===== src/rtl/fire_arbiter.sv =====
// Round-robin bullet-slot arbiter with per-tank reload cooldown and slot lifetime, advanced by the game tick.
// Optional build macro FIRE_PLAYER_PRIORITY_EN: requester 0 wins whenever eligible.
module fire_arbiter #(
  parameter int NREQ     = 4,
  parameter int NSLOT    = 2,
  parameter int COOLDOWN = 30,
  parameter int LIFE     = 120,
  parameter int OW       = $clog2(NREQ),
  parameter int SW       = $clog2(NSLOT)
) (
  input  logic                clk,
  input  logic                rst,
  input  logic                tick,
  input  logic [NREQ-1:0]     req,
  input  logic [NSLOT-1:0]    hit,
  output logic [NREQ-1:0]     grant,
  output logic [SW-1:0]       grant_slot,
  output logic [NSLOT-1:0]    slot_active,
  output logic [NSLOT*OW-1:0] slot_owner,
  output logic                busy
);

  localparam int unsigned NREQ_U  = NREQ;
  localparam int unsigned NSLOT_U = NSLOT;
  localparam int CW = $clog2(COOLDOWN + 2);
  localparam int LW = $clog2(LIFE + 1);
  // Loaded with COOLDOWN+1: S_AGE decrements before S_ARB checks for zero,
  // so a requester granted on tick n is eligible again on tick n+COOLDOWN+1.
  localparam logic [CW-1:0] CD_LOAD   = CW'(COOLDOWN + 1);
  localparam logic [LW-1:0] LIFE_LOAD = LW'(LIFE);

  localparam logic [1:0] S_IDLE  = 2'd0;
  localparam logic [1:0] S_AGE   = 2'd1;
  localparam logic [1:0] S_ARB   = 2'd2;
  localparam logic [1:0] S_GRANT = 2'd3;

  logic [1:0]                  state_q, state_d;
  logic [OW-1:0]               rr_q, rr_d;
  logic [OW-1:0]               win_q, win_d;
  logic [NREQ-1:0][CW-1:0]     cd_q, cd_d;
  logic [NSLOT-1:0][LW-1:0]    life_q, life_d;
  logic [NSLOT-1:0]            act_q, act_d;
  logic [NSLOT-1:0][OW-1:0]    own_q, own_d;
  logic [NREQ-1:0]             grant_q, grant_d;
  logic [SW-1:0]               gslot_q, gslot_d;
  logic                        busy_q;
  logic [NREQ-1:0]             elig;
  logic [OW:0]                 pick;
  logic [SW:0]                 fpick;
  logic [OW-1:0]               nxt;

  function automatic logic [OW:0] rr_pick(input logic [NREQ-1:0] e, input logic [OW-1:0] ptr);
    logic [OW:0]   res;
    logic [OW-1:0] idx;
    res = '0;
    for (int unsigned i = 0; i < NREQ_U; i++) begin
      idx = OW'((32'(ptr) + i) % NREQ_U);
      if (!res[OW] && e[idx]) res = {1'b1, idx};
    end
    return res;
  endfunction

  function automatic logic [SW:0] free_pick(input logic [NSLOT-1:0] act);
    logic [SW:0] res;
    res = '0;
    for (int unsigned k = 0; k < NSLOT_U; k++) begin
      if (!res[SW] && !act[k]) res = {1'b1, SW'(k)};
    end
    return res;
  endfunction

  always_comb begin
    state_d = state_q;
    rr_d    = rr_q;
    win_d   = win_q;
    cd_d    = cd_q;
    life_d  = life_q;
    act_d   = act_q;
    own_d   = own_q;
    grant_d = '0;
    gslot_d = '0;
    elig    = '0;
    for (int unsigned r = 0; r < NREQ_U; r++) begin
      elig[r] = req[r] && (cd_q[r] == '0);
    end
`ifdef FIRE_PLAYER_PRIORITY_EN
    pick = elig[0] ? {1'b1, OW'(0)} : rr_pick(elig & ~NREQ'(1), rr_q);
`else
    pick = rr_pick(elig, rr_q);
`endif
    fpick = free_pick(act_q);
    nxt   = (win_q == OW'(NREQ - 1)) ? OW'(0) : win_q + 1'b1;

    case (state_q)
      S_IDLE: if (tick) state_d = S_AGE;
      S_AGE: begin
        for (int unsigned r = 0; r < NREQ_U; r++) begin
          if (cd_q[r] != '0) cd_d[r] = cd_q[r] - 1'b1;
        end
        for (int unsigned k = 0; k < NSLOT_U; k++) begin
          if (act_q[k]) begin
            life_d[k] = life_q[k] - 1'b1;
            if (life_q[k] == LW'(1)) act_d[k] = 1'b0;
          end
        end
        state_d = S_ARB;
      end
      S_ARB: begin
        if (pick[OW] && fpick[SW]) begin
          win_d   = pick[OW-1:0];
          gslot_d = fpick[SW-1:0];
          grant_d = NREQ'(1) << pick[OW-1:0];
          state_d = S_GRANT;
        end else begin
          state_d = S_IDLE;
        end
      end
      S_GRANT: begin
        act_d[gslot_q]  = 1'b1;
        own_d[gslot_q]  = win_q;
        life_d[gslot_q] = LIFE_LOAD;
        cd_d[win_q]     = CD_LOAD;
`ifdef FIRE_PLAYER_PRIORITY_EN
        if (win_q != '0) rr_d = nxt;
`else
        rr_d = nxt;
`endif
        state_d = S_IDLE;
      end
      default: state_d = S_IDLE;
    endcase

    // Hits only affect slots already in flight, so a slot being granted this cycle is untouched.
    for (int unsigned k = 0; k < NSLOT_U; k++) begin
      if (hit[k] && act_q[k]) begin
        act_d[k]  = 1'b0;
        life_d[k] = '0;
      end
    end
  end

  always_ff @(posedge clk) begin
    if (!rst) begin
      state_q <= S_IDLE;
      rr_q    <= '0;
      win_q   <= '0;
      cd_q    <= '0;
      life_q  <= '0;
      act_q   <= '0;
      own_q   <= '0;
      grant_q <= '0;
      gslot_q <= '0;
      busy_q  <= 1'b0;
    end else begin
      state_q <= state_d;
      rr_q    <= rr_d;
      win_q   <= win_d;
      cd_q    <= cd_d;
      life_q  <= life_d;
      act_q   <= act_d;
      own_q   <= own_d;
      grant_q <= grant_d;
      gslot_q <= gslot_d;
      busy_q  <= (state_d != S_IDLE);
    end
  end

  assign grant       = grant_q;
  assign grant_slot  = gslot_q;
  assign slot_active = act_q;
  assign slot_owner  = own_q;
  assign busy        = busy_q;

endmodule


===== config.mk =====
export PLATFORM = sky130hd
export DESIGN_NAME = fire_arbiter
export DESIGN_NICKNAME = d
export VERILOG_FILES = /design/src/rtl/fire_arbiter.sv
export SDC_FILE = /design/constraint.sdc
export NUM_CORES = 1
export LEC_CHECK = 0
export ABC_CLOCK_PERIOD_IN_PS = 2050
export BUFFER_PORTS_ARGS = -buffer_cell sky130_fd_sc_hd__buf_2
export CORE_MARGIN = 2
export CORE_UTILIZATION = 55
export DETAILED_ROUTE_END_ITERATION = 10
export PLACE_DENSITY = 0.75
export SETUP_SLACK_MARGIN = 0.02
export SLEW_MARGIN = 15
export SYNTH_ARGS = -nofsm -noshare
export SYNTH_HDL_FRONTEND = slang
export SYNTH_SLANG_ARGS = --single-unit

===== constraint.sdc =====
create_clock -name clk -period 2.05 [get_ports clk]
set_input_delay 0.1025 -clock clk [delete_from_list [all_inputs] [get_ports clk]]
set_output_delay 0.1025 -clock clk [all_outputs]
set_load 0.02 [all_outputs]

# Word level (Yosys, flattened, before mapping)
# Index checks and enable logic that the tools add are counted.
[classes]
add_sub_neg = 10
n_mul = 0
n_div = 0
n_lt_le_gt_ge = 8
eq_ne = 12
shift = 1
muxes = 40
n_bitwise = 6
reduce_logical = 39
[ops]
columns = ["operator", "count"]
rows = [
  ["20-bit one-hot mux with 2 select lines", 1],
  ["14-bit one-hot mux with 2 select lines", 1],
  ["5-bit 2-to-1 mux", 5],
  ["7-bit 2-to-1 mux", 3],
  ["5-bit logical NOT", 4],
  ["20-bit OR", 1],
  ["5-bit nonzero test", 4],
  ["5-bit by 1-bit subtractor with 5-bit output (second input constant)", 4],
  ["2-bit by 3-bit < comparator with 1-bit output (second input constant)", 5],
  ["7-bit by 1-bit == test with 1-bit output (second input constant)", 2],
  ["2-bit AND reduction", 7],
  ["7-bit by 1-bit subtractor with 7-bit output (second input constant)", 2],
  ["1-bit logical AND", 13],
  ["2-bit 2-to-1 mux", 6],
  ["3-bit 2-to-1 mux", 4],
  ["2-bit != test (second input constant)", 6],
  ["5-bit demux with 2-bit select", 1],
  ["1-bit 2-to-1 mux", 9],
  ["1-bit binary-select mux with 2-bit select", 4],
  ["8-bit OR", 1],
  ["2-bit one-hot mux with 4 select lines", 1],
  ["7-bit demux with 1-bit select", 1],
  ["6-bit bitwise AND", 1],
  ["2-bit == test (second input constant)", 3],
  ["19 further kinds", 27],
]
[word_totals]
regBits = 52
latchBits = 0
ramBits = 0
mem_bits_ro = 0
in_bits = 9
out_inout_bits = 12
mem_count = 0

# Logic depth before layout (Yosys ltp)
# Gate-level depths: netlist of run 1.
[logic_depth]
word_depth = 18
depth_mapped = 8
depth_no_buf = 7

# Worst setup path before layout of run 1
# No wires, ideal clock.
[synth_timing]
path_type = "flip-flop to flip-flop"
startpoint = "reg cd_q[5] (netlist bit)"
endpoint = "reg grant_q[2], in the netlist grant[2]"
arrival_ns = 1.726
t_required_ns = 1.917
slack_ns = 0.191
path_stages_with_launch = 9
n_path_buf = 1
synth_period_minus_slack_ns = 1.859
path_cell_list = "dfxtp_1 inv_1 ha_1 or4b_1 buf_2 o211ai_2 a21oi_1 a211o_4 nor3b_1"
[synth_via]
elab_chain_cells = 16
word_cells_on_any_way = 23
cone_classes = "1 x shift; 12 x mux; 10 x reduce/logical"
[synth_rtl]
columns = ["item", "line", "text"]
rows = [
  ["start, declared", "40", "logic [NREQ-1:0][CW-1:0] cd_q, cd_d;"],
  ["start signal, assigned", "147", "cd_q <= '0;"],
  ["start signal, assigned", "158", "cd_q <= cd_d;"],
  ["5-bit logical NOT *", "84", "elig[r] = req[r] && (cd_q[r] == '0);"],
  ["1-bit logical AND *", "84", ""],
  ["1-bit binary-select mux with 2-bit select", "58", "if (!res[OW] && e[idx]) res = {1'b1, idx};"],
  ["1-bit 2-to-1 mux (implied by the code)", "58", ""],
  ["3-bit 2-to-1 mux", "58", ""],
  ["1-bit logical NOT", "58", ""],
  ["1-bit logical AND", "58", ""],
  ["3-bit 2-to-1 mux", "58", ""],
  ["1-bit logical NOT", "58", ""],
  ["1-bit logical AND", "58", ""],
  ["3-bit 2-to-1 mux", "58", ""],
  ["1-bit logical NOT", "58", ""],
  ["1-bit logical AND", "58", ""],
  ["3-bit 2-to-1 mux *", "58", ""],
  ["1-bit logical AND", "109", "if (pick[OW] && fpick[SW]) begin"],
  ["3-bit AND reduction (no line)", "--", ""],
  ["end signal, assigned", "162", "grant_q <= grant_d;"],
  ["end, declared", "44", "logic [NREQ-1:0] grant_q, grant_d;"],
]
# Every way passes the cells marked *; elsewhere a longest branch is shown, timed or not. The select of a mux whose other input is x is not followed.
# A chain may end at the register's enable or synchronous reset.

# Worst setup path in the final report of run 1
# Same ends and word-level chain as after synthesis.

==> impl_metrics.env, run 1 <==
export IMPL_wire_per_inst_um=14.8
export IMPL_synthCells=304
export IMPL_path_class="reg2reg"
export IMPL_tightest_slew_ns=0.531
export IMPL_syn_area_per_cell_um2=8.61
export IMPL_die_h_um=73
export IMPL_fillers=423
export IMPL_dpl_hpwl_um=4000
export IMPL_yosys_area_share_xor_xnor_pct=1.00
export IMPL_period_needed_ns=1.93
export IMPL_endpoint_kind="flip-flop"
export IMPL_cts_sinks=52
export IMPL_fin_skew_ns=0.00731
export IMPL_postRouteAntennaNets=0
export IMPL_yosysSeqAreaShare_pct=39.8
export IMPL_rrSetupSlack_ns=0.12
export IMPL_drtIter0Drc=139
export IMPL_io_buffers=20
export IMPL_drt_wl_total_um=5670
export IMPL_synth_most_common_cell="dfxtp_1"
export IMPL_cts_path_max_buffers=2
export IMPL_cts_htree_levels=2
export IMPL_setup_slack_ns=0.123
export IMPL_synth_nets=329
export IMPL_grt_max_degree=24
export IMPL_setup_viol=0
export IMPL_synth_simple_area_share_pct=23.7
export IMPL_viasPerCell=5.96
export IMPL_nNetsFinal=354
export IMPL_hold_buffers=0
export IMPL_path_clk_slew_ns=0.10
export IMPL_multi_input_area_mm2=0.00147
export IMPL_track_usage_pct=22.8
export IMPL_period_share_pct=94.0
export IMPL_final_hold_viol_count=0
export IMPL_synth_top_family_by_area="simple AND/OR/NAND/NOR gates"
export IMPL_vias=2290
export IMPL_core_mm2=0.00466
export IMPL_grt_overflow=0
export IMPL_synth_mux_area_share_pct=1.19
export IMPL_drc_errors=0
export IMPL_max_cap_viol_count=0
export IMPL_gp_congestion=0.850
export IMPL_ioPinCount=21
export IMPL_outcome="complete, no violations"
export IMPL_max_freq_mhz=519
export IMPL_regArea_mm2=0.00104
export IMPL_fp_dieArea_mm2=0.00533
export IMPL_p_per_area_mw_per_mm2=832
export IMPL_yosys_register_bits=52
export IMPL_arrival_ns=2.11
export IMPL_cts_tree="done"
export IMPL_maxSlewHeadroom_pct=64.5
export IMPL_grt_setup_unrepaired="no"
export IMPL_yosysTopAreaCell="dfxtp_1"
export IMPL_synthTopCellsByArea="dfxtp_1, ha_1, nor2_1"
export IMPL_cts_buffers=5
export IMPL_grt_pass1_vias=2077
export IMPL_yosys_top_cells_count="dfxtp_1, nor2_1, nand2_1"
export IMPL_power_leakage_nw=1.10
export IMPL_cts_root_buf="clkbuf_8"
export IMPL_synth_flop_cell="dfxtp_1"
export IMPL_clk_latency_ns=0.31
export IMPL_area_delta_synth_final_pct=11.6
export IMPL_grt_pass1_wl_um=9470
export IMPL_ir_worst_vdd_uv=450
export IMPL_start_util_pct=56.2
export IMPL_critPathRequiredTime_ns=2.24
export IMPL_start_kind="flip-flop"
export IMPL_rr_worst_depth=7
export IMPL_synth_edf_count=0
export IMPL_first_pass_iters=4
export IMPL_synth_area_mm2=0.00262
export IMPL_crit_fanout=5
export IMPL_antenna_cells=0
export IMPL_tns_ns=0
export IMPL_placementRows=25
export IMPL_drive_above_1_share_pct=17.6
export IMPL_async_reset_ff_share_pct=0
export IMPL_pre_cts_slack_ns=0.0524
export IMPL_synth_compound_area_share_pct=21.9
export IMPL_synth_top_area_share_pct=39.8
export IMPL_ys_types=54
export IMPL_drv_slew=0
export IMPL_min_path_cells=3
export IMPL_yosysWarnings=0
export IMPL_synthAdderAreaFrac_pct=7.64
export IMPL_die_w_um=73
export IMPL_antenna_found_initial=0
export IMPL_hp_class="in2reg"
## worst max-delay path, stage by stage (launching register included)
cell and delay (ns):
dfxtp_1 0.35, inv_1 0.08, ha_1 0.15, or4b_1 0.49, o211ai_2 0.18, a21oi_1 0.10
a211o_4 0.30, nor3b_1 0.15
## where the power goes
| part | internal, mW | switching [mW] | total [mW] |
|---|---|---|---|
| combinational | 0.288 | 0.371 | 0.659 |
| sequential | 1.08 | 0.0743 | 1.15 |
| clock | 0.274 | 0.346 | 0.620 |
## routing by layer
layer	vias to the layer above	part of all wire [%]	GRT usage, %
met5	-	0	0
met4	0	1.2	8.64
met3	6	5.6	3.18
met2	52	50	38.7
met1	1077	44	29.3
li1	1155	-	-
## cell usage in the layout, fill, tap and decap left out, drive strengths merged, types with 4 or more instances in the layout
cell type / count
dfxtp: 52
nor2: 39
nand2: 32
buf: 31
a21oi: 23
a211oi: 17
ha: 16
nor3: 16
inv: 15
o21ai: 10
a311oi: 10
clkbuf: 6
nand3: 5
nor4: 5
and3: 4
nor4b: 4
## area by class of cell
type	instances	share of cell area [%]
well taps	54	2.31
inverters	17	2.18
multi-input cells	222	50.3
repair buffers	31	6.25
flip-flops and latches	52	35.6
clock inverters	2	0.514
clock buffers	6	2.83
## flip-flops by register name, summed over array words and instances (netlist names)
register	count
cd_q	20
life_q	14
grant	4
slot_owner	4
rr_q	2
slot_active	2
state_q	2
win_q	2
busy	1
grant_slot	1
## cell families after synthesis
group                    Yosys count
AO/OA/AOI/OAI                     80
adder cells (fa/ha/maj)           16
buffers and inverters             30
AND/OR/NAND/NOR                  120
multiplexers                       3
XOR/XNOR                           3
flip-flops                        52
## through the flow
stage                     instances  instance area, µm²  util (%)  hold slack [ns]  power (mW)
after floorplan                 304                2620         -            0.243        1.65
after global routing            384                2920      62.7            0.105        2.58
after global placement          376                2810      60.2            0.355        1.81
after CTS                       384                2910      62.4           0.0374        2.45
after detailed placement        376                2810      60.2            0.364        1.82
final                           384                2920      62.7           0.0425        2.43
## timing repair
| item | 4_1_cts | 5_1_grt |
|---|---|---|
| buffers inserted | 0 | 0 |
| gates cloned | 0 | 0 |
| resized for setup | 1 | 2 |
| endpoints found under the setup margin | 1 | 2 |
## final timing paths
check | startpoint | end
worst max register to register | cd_q[5] | grant[2]
worst min-delay path | tick | state_q[0]
worst min register to register | slot_owner[1] | slot_owner[1]
worst max-delay path | cd_q[5] | grant[2]
Note: power is estimated with default switching activity, not from simulation.
==> run 2, diff against run 1 <==
Settings changed: ABC_CLOCK_PERIOD_IN_PS 2050 to 2300.
Clock period 2.05 ns to 2.3 ns, I/O delays scaled along.
==> run 2 against run 1 <==
Die area stayed put. Worst setup slack better by 0.13 ns. Sequential power is 11% lower. Final area is 1.7% lower. Count of clock-buffer cells in the layout is 1 lower. Non-clock buffer count is 2 lower. Critical path depth stayed put. Combinational power is 13% lower. Clock power is 20% lower. Sequential share of layout area is 0.61 points higher.
==> impl_metrics.env, run 2 (same netlist as run 1, synthesis figures left out) <==
export IMPL_outcome="complete, no violations"
export IMPL_tightest_slew_ns=0.570
export IMPL_postRouteAntennaNets=0
export IMPL_period_share_pct=89.0
export IMPL_layout_common_cells="dfxtp_1, nor2_1, nand2_1, a21oi_1, buf_2"
export IMPL_path_clk_slew_ns=0.09
export IMPL_max_cap_viol_count=0
export IMPL_fin_area_mm2=0.00287
export IMPL_die_w_um=73
export IMPL_drv_slew=0
export IMPL_largest_registers="cd_q: 20 flops, life_q: 14 flops"
export IMPL_start_kind="flip-flop"
export IMPL_largest_reg_flops=20
export IMPL_final_common_cell="dfxtp_1"
export IMPL_top_register="cd_q"
export IMPL_antenna_found_initial=0
export IMPL_crit_fanout=8
export IMPL_ioPinCount=21
export IMPL_multi_input_area_mm2=0.00145
export IMPL_setup_viol=0
export IMPL_grt_pass1_wl_um=9450
export IMPL_io_buffers=20
export IMPL_cts_sinks=52
export IMPL_whs_ns=0.122
export IMPL_first_pass_iters=6
export IMPL_dpl_hpwl_um=4030
export IMPL_vias=2276
export IMPL_gp_congestion=0.876
export IMPL_drtIter0Drc=65
export IMPL_fin_skew_ns=0.00877
export IMPL_tns_ns=0
export IMPL_clk_latency_ns=0.30
export IMPL_hp_class="in2reg"
export IMPL_p_per_area_mw_per_mm2=729
export IMPL_period_needed_ns=2.05
export IMPL_grt_setup_unrepaired="no"
export IMPL_grt_overflow=0
export IMPL_cts_post_setup_buffers_inserted=0
export IMPL_core_mm2=0.00466
export IMPL_fillers=425
export IMPL_track_usage_pct=22.8
export IMPL_cts_repair_resized=0
export IMPL_path_cells="inv_1, ha_1, or4b_1, o211ai_2, a21oi_1, a211o_4, nor3b_1"
export IMPL_area_delta_synth_final_pct=9.70
export IMPL_cts_htree_levels=2
export IMPL_maxSlewHeadroom_pct=61.7
export IMPL_drc_errors=0
export IMPL_max_freq_mhz=489
export IMPL_hold_buffers=0
export IMPL_cts_path_max_buffers=2
export IMPL_max_stage_delay_ns=0.59
export IMPL_antenna_cells=0
export IMPL_start_util_pct=56.2
export IMPL_slowest_stage="or4b_1"
export IMPL_viasPerCell=5.97
export IMPL_fp_dieArea_mm2=0.00533
export IMPL_placementRows=25
export IMPL_nNetsFinal=352
export IMPL_grt_pass1_vias=2096
export IMPL_drive_above_1_share_pct=15.9
export IMPL_die_h_um=73
export IMPL_ir_worst_vdd_uv=423
export IMPL_wire_per_inst_um=14.8
export IMPL_dpl_instance_area_mm2=0.00279
export IMPL_drt_wl_total_um=5630
export IMPL_power_leakage_nw=1.08
export IMPL_cts_root_buf="clkbuf_8"
export IMPL_path_class="reg2reg"
export IMPL_final_hold_viol_count=0
export IMPL_grt_max_degree=20
export IMPL_cts_buffers=5
export IMPL_critPathRequiredTime_ns=2.49
export IMPL_cts_tree="done"
export IMPL_arrival_ns=2.23
export IMPL_regArea_mm2=0.00104
export IMPL_endpoint_kind="flip-flop"
-- run 2: cell count changes in the layout (fill, tap and decap cells not counted), sizes merged --
cell / delta
clkinv: +1
clkbuf: -1
buf: -2
clkinvlp: -1
-- run 2: final cells by class --
type / count / area share [%]
multi-input combinational: 222 / 50.5
timing repair buffer: 29 / 5.84
sequential: 52 / 36.2
clock buffer: 5 / 2.40
clock inverter: 2 / 0.436
inverter: 17 / 2.22
tap: 54 / 2.35
-- run 2: per-layer routing --
metal  wire length (µm)  GRT usage, %
met1               2570          29.1
met2               2720          36.9
met3                200          4.83
met4                134          9.88
met5                  0             0
-- run 2: metrics by stage --
step	worst slack, ns	power (mW)	instances	utilization, %
after global routing	0.150	2.22	381	61.6
after floorplan	0.441	1.47	304	-
after global placement	0.332	1.59	374	59.9
after CTS	0.263	2.10	381	61.6
after detailed placement	0.269	1.61	374	59.9
final	0.253	2.09	381	61.6
-- run 2: worst paths after layout --
path / startpoint / to / slack (ns) / depth (start not counted)
max: cd_q[5] / grant[2] / 0.25 / 7
min: tick / state_q[0] / 0.12 / 3
max reg2reg: cd_q[5] / grant[2] / 0.25 / 7
min reg2reg: slot_owner[0] / slot_owner[0] / 0.49 / 2
-- run 2: power by group --
group	leakage, nW	switching (mW)	internal, mW
registers	0.421	0.0620	0.961
logic	0.620	0.336	0.240
clock network	0.0400	0.289	0.207
-- run 2: worst max-delay path, delay by kind of cell (launching register included) --
kind / cells / cell delay, ns
AND/OR/NAND/NOR: 2 / 0.74
AO/OA/AOI/OAI: 3 / 0.59
flip-flops: 1 / 0.35
adder cells (fa/ha/maj): 1 / 0.15
buffers and inverters: 1 / 0.09
